<file path="config.mk">
export PLATFORM = sky130hd
export DESIGN_NAME = fadd_sub_pipe
export DESIGN_NICKNAME = d
export VERILOG_FILES = /design/src/rtl/fadd_sub_pipe.sv
export SDC_FILE = /design/constraint.sdc
export NUM_CORES = 1
export LEC_CHECK = 0
export BUFFER_PORTS_ARGS = -buffer_cell sky130_fd_sc_hd__buf_2
export CELL_PAD_IN_SITES_DETAIL_PLACEMENT = 0
export CELL_PAD_IN_SITES_GLOBAL_PLACEMENT = 1
export CORE_UTILIZATION = 52
export CTS_BUF_LIST = sky130_fd_sc_hd__clkbuf_8
export DETAILED_ROUTE_END_ITERATION = 10
export PLACE_DENSITY = 0.88
export SYNTH_ARGS = -nofsm -noshare
export SYNTH_HDL_FRONTEND = slang
export SYNTH_SLANG_ARGS = --single-unit
</file>
<file path="constraint.sdc">
create_clock -name clk -period 9.8 [get_ports clk]
set_clock_uncertainty 0.2 [all_clocks]
set_input_delay 1.47 -clock clk [delete_from_list [all_inputs] [get_ports clk]]
set_output_delay 1.47 -clock clk [all_outputs]
set_load 0.01 [all_outputs]
</file>
<file path="src/rtl/fadd_sub_pipe.sv">
// Three-stage IEEE-754 adder/subtractor: S1 unpack/align, S2 add/LZC, S3 normalise/round/pack.
// Global stall: every stage holds whenever the output register is full and not being taken.
module fadd_sub_pipe #(
  parameter int EXP_W = 8,
  parameter int MAN_W = 23,
  parameter int TAG_W = 4
) (
  input  logic                     clk,
  input  logic                     reset,
  input  logic                     in_valid,
  output logic                     in_ready,
  input  logic [EXP_W+MAN_W:0]     op1,
  input  logic [EXP_W+MAN_W:0]     op2,
  input  logic                     sub,
  input  logic [TAG_W-1:0]         in_tag,
  output logic                     out_valid,
  input  logic                     out_ready,
  output logic [EXP_W+MAN_W:0]     result,
  output logic [TAG_W-1:0]         out_tag,
  output logic                     flag_ovf,
  output logic                     flag_unf,
  output logic                     flag_inv
);

  localparam int W   = 1 + EXP_W + MAN_W;
  localparam int MW  = MAN_W + 5;
  localparam int LZW = $clog2(MW + 1);
  localparam int EW  = EXP_W + 2;
  localparam logic signed [EW-1:0] EXP_MAX = {2'b00, {EXP_W{1'b1}}};

  logic w_adv;

  // ---------------- S1: unpack / align ----------------
  logic               w_sa, w_sb;
  logic [EXP_W-1:0]   w_ea, w_eb;
  logic [MAN_W-1:0]   w_ma, w_mb;
  logic               w_a_nan, w_b_nan, w_a_inf, w_b_inf, w_a_big;
  logic               w_sign_big;
  logic [EXP_W-1:0]   w_e_big, w_e_sml, w_shamt;
  logic [MAN_W-1:0]   w_m_big, w_m_sml;
  logic [MW-1:0]      w_mant_big, w_sml_raw, w_mant_sml;
  logic               w_nan, w_inf, w_inf_sign;

  assign w_sa = op1[W-1];
  assign w_sb = op2[W-1] ^ sub;
  assign w_ea = op1[W-2:MAN_W];
  assign w_eb = op2[W-2:MAN_W];
  // Denormals are flushed: a zero exponent forces a zero magnitude.
  assign w_ma = (w_ea == '0) ? '0 : op1[MAN_W-1:0];
  assign w_mb = (w_eb == '0) ? '0 : op2[MAN_W-1:0];

  assign w_a_nan = (&w_ea) & (|op1[MAN_W-1:0]);
  assign w_b_nan = (&w_eb) & (|op2[MAN_W-1:0]);
  assign w_a_inf = (&w_ea) & ~(|op1[MAN_W-1:0]);
  assign w_b_inf = (&w_eb) & ~(|op2[MAN_W-1:0]);
  assign w_nan   = w_a_nan | w_b_nan | (w_a_inf & w_b_inf & (w_sa != w_sb));
  assign w_inf   = w_a_inf | w_b_inf;
  assign w_inf_sign = w_a_inf ? w_sa : w_sb;

  assign w_a_big = {w_ea, w_ma} >= {w_eb, w_mb};

  always_comb begin
    w_sign_big = w_sb;
    w_e_big    = w_eb;
    w_e_sml    = w_ea;
    w_m_big    = w_mb;
    w_m_sml    = w_ma;
    if (w_a_big) begin
      w_sign_big = w_sa;
      w_e_big    = w_ea;
      w_e_sml    = w_eb;
      w_m_big    = w_ma;
      w_m_sml    = w_mb;
    end
  end

  assign w_shamt    = w_e_big - w_e_sml;
  assign w_mant_big = {1'b0, |w_e_big, w_m_big, 3'b000};
  assign w_sml_raw  = {1'b0, |w_e_sml, w_m_sml, 3'b000};

  always_comb begin
    if (32'(w_shamt) >= 32'(MAN_W + 3))
      w_mant_sml = {{(MW-1){1'b0}}, |w_sml_raw};
    else
      w_mant_sml = (w_sml_raw >> w_shamt) |
                   {{(MW-1){1'b0}}, |(w_sml_raw & ~({MW{1'b1}} << w_shamt))};
  end

  logic               r1_valid;
  logic [TAG_W-1:0]   r1_tag;
  logic               r1_sign, r1_effsub, r1_nan, r1_inf, r1_inf_sign;
  logic [EXP_W-1:0]   r1_exp;
  logic [MW-1:0]      r1_mbig, r1_msml;

  // ---------------- S2: add / leading-zero count ----------------
  logic [MW-1:0]      w2_sum;
  logic [LZW-1:0]     w2_lzc;

  assign w2_sum = r1_effsub ? (r1_mbig - r1_msml) : (r1_mbig + r1_msml);

  always_comb begin
    w2_lzc = LZW'(MW);
    for (int unsigned i = 0; i < MW; i++)
      if (w2_sum[i]) w2_lzc = LZW'(MW - 1 - i);
  end

  logic               r2_valid;
  logic [TAG_W-1:0]   r2_tag;
  logic               r2_sign, r2_effsub, r2_nan, r2_inf, r2_inf_sign;
  logic [EXP_W-1:0]   r2_exp;
  logic [MW-1:0]      r2_sum;
  logic [LZW-1:0]     r2_lzc;

  // ---------------- S3: normalise / round / pack ----------------
  logic [MW-2:0]          w3_norm;
  logic signed [EW-1:0]   w3_exp;
  logic                   w3_inc;
  logic [MAN_W+1:0]       w3_rnd;
  logic [MAN_W-1:0]       w3_man;
  logic [W-1:0]           w3_res;
  logic                   w3_ovf, w3_unf, w3_inv;

  always_comb begin
    w3_exp = {2'b00, r2_exp};
    if (r2_sum[MW-1]) begin
      w3_norm = {r2_sum[MW-1:2], r2_sum[1] | r2_sum[0]};
      w3_exp  = w3_exp + EW'(1);
    end else begin
      w3_norm = (MW-1)'(r2_sum << (r2_lzc - 1'b1));
      w3_exp  = w3_exp - EW'(r2_lzc) + EW'(1);
    end
    w3_inc = w3_norm[2] & (w3_norm[1] | w3_norm[0] | w3_norm[3]);
    w3_rnd = {1'b0, w3_norm[MW-2:3]} + (MAN_W+2)'(w3_inc);
    w3_man = w3_rnd[MAN_W-1:0];
    if (w3_rnd[MAN_W+1]) begin
      w3_exp = w3_exp + EW'(1);
      w3_man = w3_rnd[MAN_W:1];
    end

    w3_ovf = 1'b0;
    w3_unf = 1'b0;
    w3_inv = 1'b0;
    w3_res = {r2_sign, w3_exp[EXP_W-1:0], w3_man};
    if (r2_nan) begin
      w3_res = {1'b0, {EXP_W{1'b1}}, 1'b1, {(MAN_W-1){1'b0}}};
      w3_inv = 1'b1;
    end else if (r2_inf) begin
      w3_res = {r2_inf_sign, {EXP_W{1'b1}}, {MAN_W{1'b0}}};
    end else if (r2_sum == '0) begin
      // Cancellation gives +0; only a true add of two like-signed zeros keeps the sign.
      w3_res = {r2_sign & ~r2_effsub, {(W-1){1'b0}}};
    end else if (w3_exp >= EXP_MAX) begin
      w3_res = {r2_sign, {EXP_W{1'b1}}, {MAN_W{1'b0}}};
      w3_ovf = 1'b1;
    end else if (w3_exp[EW-1] || (w3_exp == '0)) begin
      w3_res = {r2_sign, {(W-1){1'b0}}};
      w3_unf = 1'b1;
    end
  end

  logic               r3_valid;
  logic [TAG_W-1:0]   r3_tag;
  logic [W-1:0]       r3_result;
  logic               r3_ovf, r3_unf, r3_inv;

  assign w_adv = ~r3_valid | out_ready;

  always_ff @(posedge clk) begin
    if (reset) begin
      r1_valid  <= 1'b0;
      r2_valid  <= 1'b0;
      r3_valid  <= 1'b0;
      r3_tag    <= '0;
      r3_result <= '0;
      r3_ovf    <= 1'b0;
      r3_unf    <= 1'b0;
      r3_inv    <= 1'b0;
    end else if (w_adv) begin
      r1_valid  <= in_valid;
      r2_valid  <= r1_valid;
      r3_valid  <= r2_valid;
      r3_tag    <= r2_tag;
      r3_result <= w3_res;
      r3_ovf    <= w3_ovf;
      r3_unf    <= w3_unf;
      r3_inv    <= w3_inv;
    end
  end

  always_ff @(posedge clk) begin
    if (w_adv) begin
      r1_tag      <= in_tag;
      r1_sign     <= w_sign_big;
      r1_effsub   <= w_sa ^ w_sb;
      r1_nan      <= w_nan;
      r1_inf      <= w_inf;
      r1_inf_sign <= w_inf_sign;
      r1_exp      <= w_e_big;
      r1_mbig     <= w_mant_big;
      r1_msml     <= w_mant_sml;

      r2_tag      <= r1_tag;
      r2_sign     <= r1_sign;
      r2_effsub   <= r1_effsub;
      r2_nan      <= r1_nan;
      r2_inf      <= r1_inf;
      r2_inf_sign <= r1_inf_sign;
      r2_exp      <= r1_exp;
      r2_sum      <= w2_sum;
      r2_lzc      <= w2_lzc;
    end
  end

  assign in_ready  = w_adv;
  assign out_valid = r3_valid;
  assign result    = r3_result;
  assign out_tag   = r3_tag;
  assign flag_ovf  = r3_ovf;
  assign flag_unf  = r3_unf;
  assign flag_inv  = r3_inv;

endmodule

</file>
Word level (Yosys, flattened, before mapping)

Index checks and enable logic that the tools add are counted.

Bitwise operators: 24
Reductions and logical operators: 17
Add/sub/neg operators: 9
Multiplexer cells: 56
Shift operators: 3
Order comparisons: 3
Equality and inequality tests: 1

Operators by type and width:

| cell                  | number |
|---|---|
| $mux 23               | 5 |
| $mux 32               | 3 |
| $mux 31               | 2 |
| $mux 5                | 11 |
| $reduce_or 23->1      | 2 |
| $mux 4                | 8 |
| $ge 31x31->1          | 1 |
| $reduce_or 31->1      | 1 |
| $add 27x28->28        | 1 |
| $and 27x28->28        | 1 |
| $logic_not 28->1      | 1 |
| $mux 28               | 1 |
| $not 28->28           | 1 |
| $or 28x1->28          | 1 |
| $reduce_or 28->1      | 1 |
| $shl 28x5->27         | 1 |
| $shl 28x8->28 const A | 1 |
| $shr 27x8->28         | 1 |
| $sub 27x28->28        | 1 |
| $mux 27               | 1 |
| $add 24x1->25         | 1 |
| $reduce_or 8->1       | 3 |
| $mux 10               | 2 |
| $logic_not 8->1       | 2 |
| 23 further kinds      | 60 |

Output and inout port bits: 41
Bits in registers: 161
Logic and storage cells: 144
Input port bits: 73

Longest topological paths before layout

Word-level depth: 29
Gate-level depth with buffers: 25
Mapped depth without buffers: 20

Least setup slack after synthesis

No wires, ideal clock.

Kind: in2reg
Start: in op1[24]
End: reg r1_msml[0] (data pin)
Stages: 24
Buffers on the path: 4
Path slack: 2.742 ns
Data arrival time: 6.581 ns
Cell sequence: nor4_1 > nand2_1 > clkbuf_1 > clkbuf_1 > nand2_1 > inv_1 > ha_1 > a21oi_1 > o21ai_0 > a2111oi_0 > o31ai_1 > a21oi_1 > clkbuf_1 > mux2i_1 > inv_1 > ha_1 > o311ai_2 > a311oi_1 > or4_1 > a2111oi_2 > nor2_1 > buf_2 > o21ai_0 > a41oi_1

Longest elaborated chain between the ends: 11
Elaborated cells between the ends (all ways): 17
Those cells by class: add/sub (1); order compare (2); shift (2); mux (5); bitwise (3); reduce/logical (4)

Ends and longest elaborated chain:

| item                 | RTL line | RTL |
|---|---|---|
| from (decl)          | 12       | `input logic [EXP_W+MAN_W:0] op1,` |
| $logic_not 8->1      | 49       | `assign w_ma = (w_ea == '0) ? '0 : op1[MAN_W-1:0];` |
| $mux 23              | 49       |  |
| $ge 31x31->1         | 60       | `assign w_a_big = {w_ea, w_ma} >= {w_eb, w_mb};` |
| $mux 8               | 68       | `if (w_a_big) begin` |
| $sub 8x8->8          | 77       | `assign w_shamt = w_e_big - w_e_sml;` |
| $shl 28x8->28        | 86       | `{{(MW-1){1'b0}}, \|(w_sml_raw & ~({MW{1'b1}} << w_shamt))};` |
| $not 28->28          | 86       |  |
| $and 27x28->28       | 86       |  |
| $reduce_or 28->1     | 86       |  |
| $or 28x1->28         | 85       | `w_mant_sml = (w_sml_raw >> w_shamt) \|` |
| $mux 1 *             | 82       | `if (32'(w_shamt) >= 32'(MAN_W + 3))` |
| net w_mant_sml[0]    | 41       | `logic [MW-1:0] w_mant_big, w_sml_raw, w_mant_sml;` |
| to (signal assigned) | 200      | `r1_msml <= w_mant_sml;` |
| to (decl)            | 93       | `logic [MW-1:0] r1_mbig, r1_msml;` |

Mark *: on every way through the listed nets, which the timed path passes. The rest lies on a longest branch.
A chain may end at the register's enable or synchronous reset.

Worst setup path after layout

Start: in op1[24]
End: reg r1_msml[2] (data pin)

Longest elaborated chain between the ends: 7
Elaborated cells between the ends (all ways): 11
Those cells by class: add/sub (1); order compare (2); shift (1); mux (4); bitwise (1); reduce/logical (2)

Ends and longest elaborated chain:

| item                                                  | RTL line |
|---|---|
| $logic_not 8->1                                       | 49 |
| $mux 23                                               | 49 |
| $ge 31x31->1                                          | 60 |
| $mux 8                                                | 68 |
| $sub 8x8->8 / $reduce_or 8->1 (equally long branches) | 77, 79 |
| $shr 27x8->28                                         | 85 |
| $or 28x1->28                                          | 85 |

Parallel ways exist; a longest one is shown, timed or not.

==> reports/results.txt <==
Status = finished clean
CP Max Fanout = 25
Number of flops mapped to enable cells by yosys = 118
Final antenna-violating net count = 0
Largest family of logic cells by synthesized area = compound AO/OA/AOI/OAI gates
Share of cells above drive strength 1 = 15.9%
Synth cell types = 103
Synth Area in Simple Gates = 20.0%
Clock sink count = 160
Min Tclk post-route = 7.88 ns
Vias in the first global route = 14.2k
Adder-Cell Fraction of Synth Area = 7.49%
XOR/XNOR Fraction of Synth Area = 3.56%
Total GRT Usage = 32.2%
CTS tree = yes
Seq/Total Area, Yosys = 27.6%
Cts bufs inserted = 17
Wire length per cell = 21.6 um
Sequential share of power = 24.3%
Final setup margin = 1.92 ns
Clk buf depth = 2
DP Worst Slack = 1.57 ns
Port Buffers = 113
P_sw = 2010 uW
Die H = 177 um
Post-synthesis mux area share = 12.2%
Final-report max-slew violation count = 0
DRC errors left = 0
Synth Warn # = 0
Worst min path class = reg2reg
Net Count, Synth = 2016
Clk_lat worst skew = 0.48 ns
Setup tns final = 0 ns
Core area = 29900 um2
Combinational power share = 63.4%
Final core occ = 57.3%
Initial DRC count = 1456
CTS H-Tree Depth = 4
Post-Layout Inst Area = 17100 um2
First-pass GRT wire length = 77500 um
Placed inst area = 16700 um2
Dpl hpwl = 39900 um
Period utilization = 80.4%
Detailed Routing Iterations Pass 1 = 6
Initial Util = 53.3%
Area Overhead vs Synth = 7.57%
Mapped cell area = 15900 um2
Slew @ Worst Pin = 1.11 ns
Max rail drop VDD = 0.000127 V
CP Class = in2reg
Fin nets = 2070
Clock power share = 12.4%
Synth top area cells = edfxtp_1 22%, ha_1 7.2%, dfxtp_1 5.3%
Syn_area_per_cell = 8.60 um2
Critical R2R Launch = r2_lzc[0]
Post-CTS setup buffers = 0
CP Capture Type = flip-flop
Hold Path Origin = r1_exp[4]
Final Hold Vio Count = 0
CP Launch Type = input pin
Static leakage = 0.00684 uW
Post-Route WL = 49800 um
Grt ovf = 0
I/O pins = 114
Relative slew slack = 25.1%
Syn Inst Count = 1849
DIE AREA = 31300 um2
Primary FF master, synth = edfxtp_1
Yosys top cell area share = 22.3%
Die W = 177 um
Cell taking the most area after synthesis = edfxtp_1
Max-cap viol count = 0
Fmax = 0.127 GHz
Worst EP arrival = 8.01 ns
Power Dens Cells = 249 nW/um2
Largest net degree at the start of global routing = 66
Rows = 63
Most common cell after layout, fill and taps aside = nand2_1
CTS resizes = 0
CTS Hold Buffers Added = 0
Initial antenna violation count = 3
Crit. Startpoint = op1[24]
Synth Area in Compound Gates = 23.7%
Asr flop ratio synth = 0%
Vias post-DR = 14.8k
Via density = 6.42
Yosys reg bits = 160
Commonest non-fill, non-tap cells in the layout = 209 x nand2_1, 130 x o21ai_0, 130 x nor2_1
Switching Share = 47.2%
Placer Congestion = 0.985
Clock slew seen by the registers of the worst setup and hold paths = 0.08 ns
Unrepaired setup endpoints after global routing = no
Endpoints failing setup = 0
Root Driver = clkbuf_8
WP data required = 9.94 ns
Internal Pwr Total = 2250 uW
flip-flops by register name (all words and copies together) (netlist names), 4 cells and up:
name     cells
result      32
r2_sum      28
r1_msml     27
r1_mbig     24
r1_exp       8
r2_exp       8
r2_lzc       5
out_tag      4
r1_tag       4
r2_tag       4
layout make-up:
cell class / instances / area (um2)
Antenna cell: 3 / 7.51
Clock buffer: 17 / 234
Clock inverter: 15 / 194
Fill cell: 2723 / 12800
Inverter: 107 / 407
Multi-Input combinational cell: 1481 / 10700
Sequential cell: 160 / 4380
Tap cell: 390 / 488
Timing Repair Buffer: 136 / 738
path summary, 6_finish.rpt:
path	to	slack [ns]	cells after the start
worst min-delay path	r2_exp[4]	0.23	0
worst max register to register	result[1]	3.04	21
worst max-delay path	r1_msml[2]	1.92	20
worst min register to register	r2_exp[4]	0.23	0
per-stage QoR:
step           power [uW]  cells  hold slack [ns]
2_1_floorplan        3030   1849            0.200
4_1_cts              4230   2306            0.228
3_3_place_gp         3680   2274            0.201
3_5_place_dp         3700   2274            0.206
6_report             4260   2309            0.226
5_1_grt              4530   2309            0.235
logic make-up (layout without fill, tap and decap cells):
kind of cell             Yosys count  in the layout
other                              0              3
adder cells (fa/ha/maj)           94             94
AND/OR/NAND/NOR                  639            639
multiplexers                     142            142
AO/OA/AOI/OAI                    543            543
flip-flops                       160            160
buffers and inverters            208            275
XOR/XNOR                          63             63
layer usage:
metal,track usage (%),up-vias,share of wire [%]
met3,3.11,136,4.7
li1,-,7117,-
met2,57.2,580,50
met4,19.7,0,5.9
met5,0,-,0
met1,37.2,7001,40
worst max-delay path: stages:
cell	delay, ns
buf_2	0.14
nor4_1	0.30
nand2_1	0.51
and2_1	0.41
ha_1	0.32
a21oi_1	0.14
o21ai_0	0.08
a2111oi_0	0.54
o31ai_1	0.35
a21oi_2	0.25
mux2i_1	0.30
inv_1	0.07
ha_1	0.24
o311ai_2	0.36
a311oi_1	0.19
or4_1	0.61
a21oi_2	0.80
nor2_1	0.32
o31ai_1	0.40
a32o_1	0.18
power by group through the flow:
stage,clock [uW],combinational [uW],sequential [uW]
2_1_floorplan,0,2040,997
3_3_place_gp,0,2640,1040
3_5_place_dp,0,2660,1040
4_1_cts,536,2670,1030
5_1_grt,559,2920,1050
6_report,526,2700,1030
synth_stat cells, types with 29 or more instances:
cell type	number
dfxtp_1	42
ha_1	92
edfxtp_1	118
nor2_1	130
nand2_1	209
o211ai_1	38
nor4_1	35
mux2i_1	58
inv_1	102
o21ai_0	130
clkbuf_1	66
nand3_1	51
nor3_1	45
a21oi_1	97
xnor2_1	39
mux4_2	29
mux2_2	49
(Power assumes the default switching activity.)
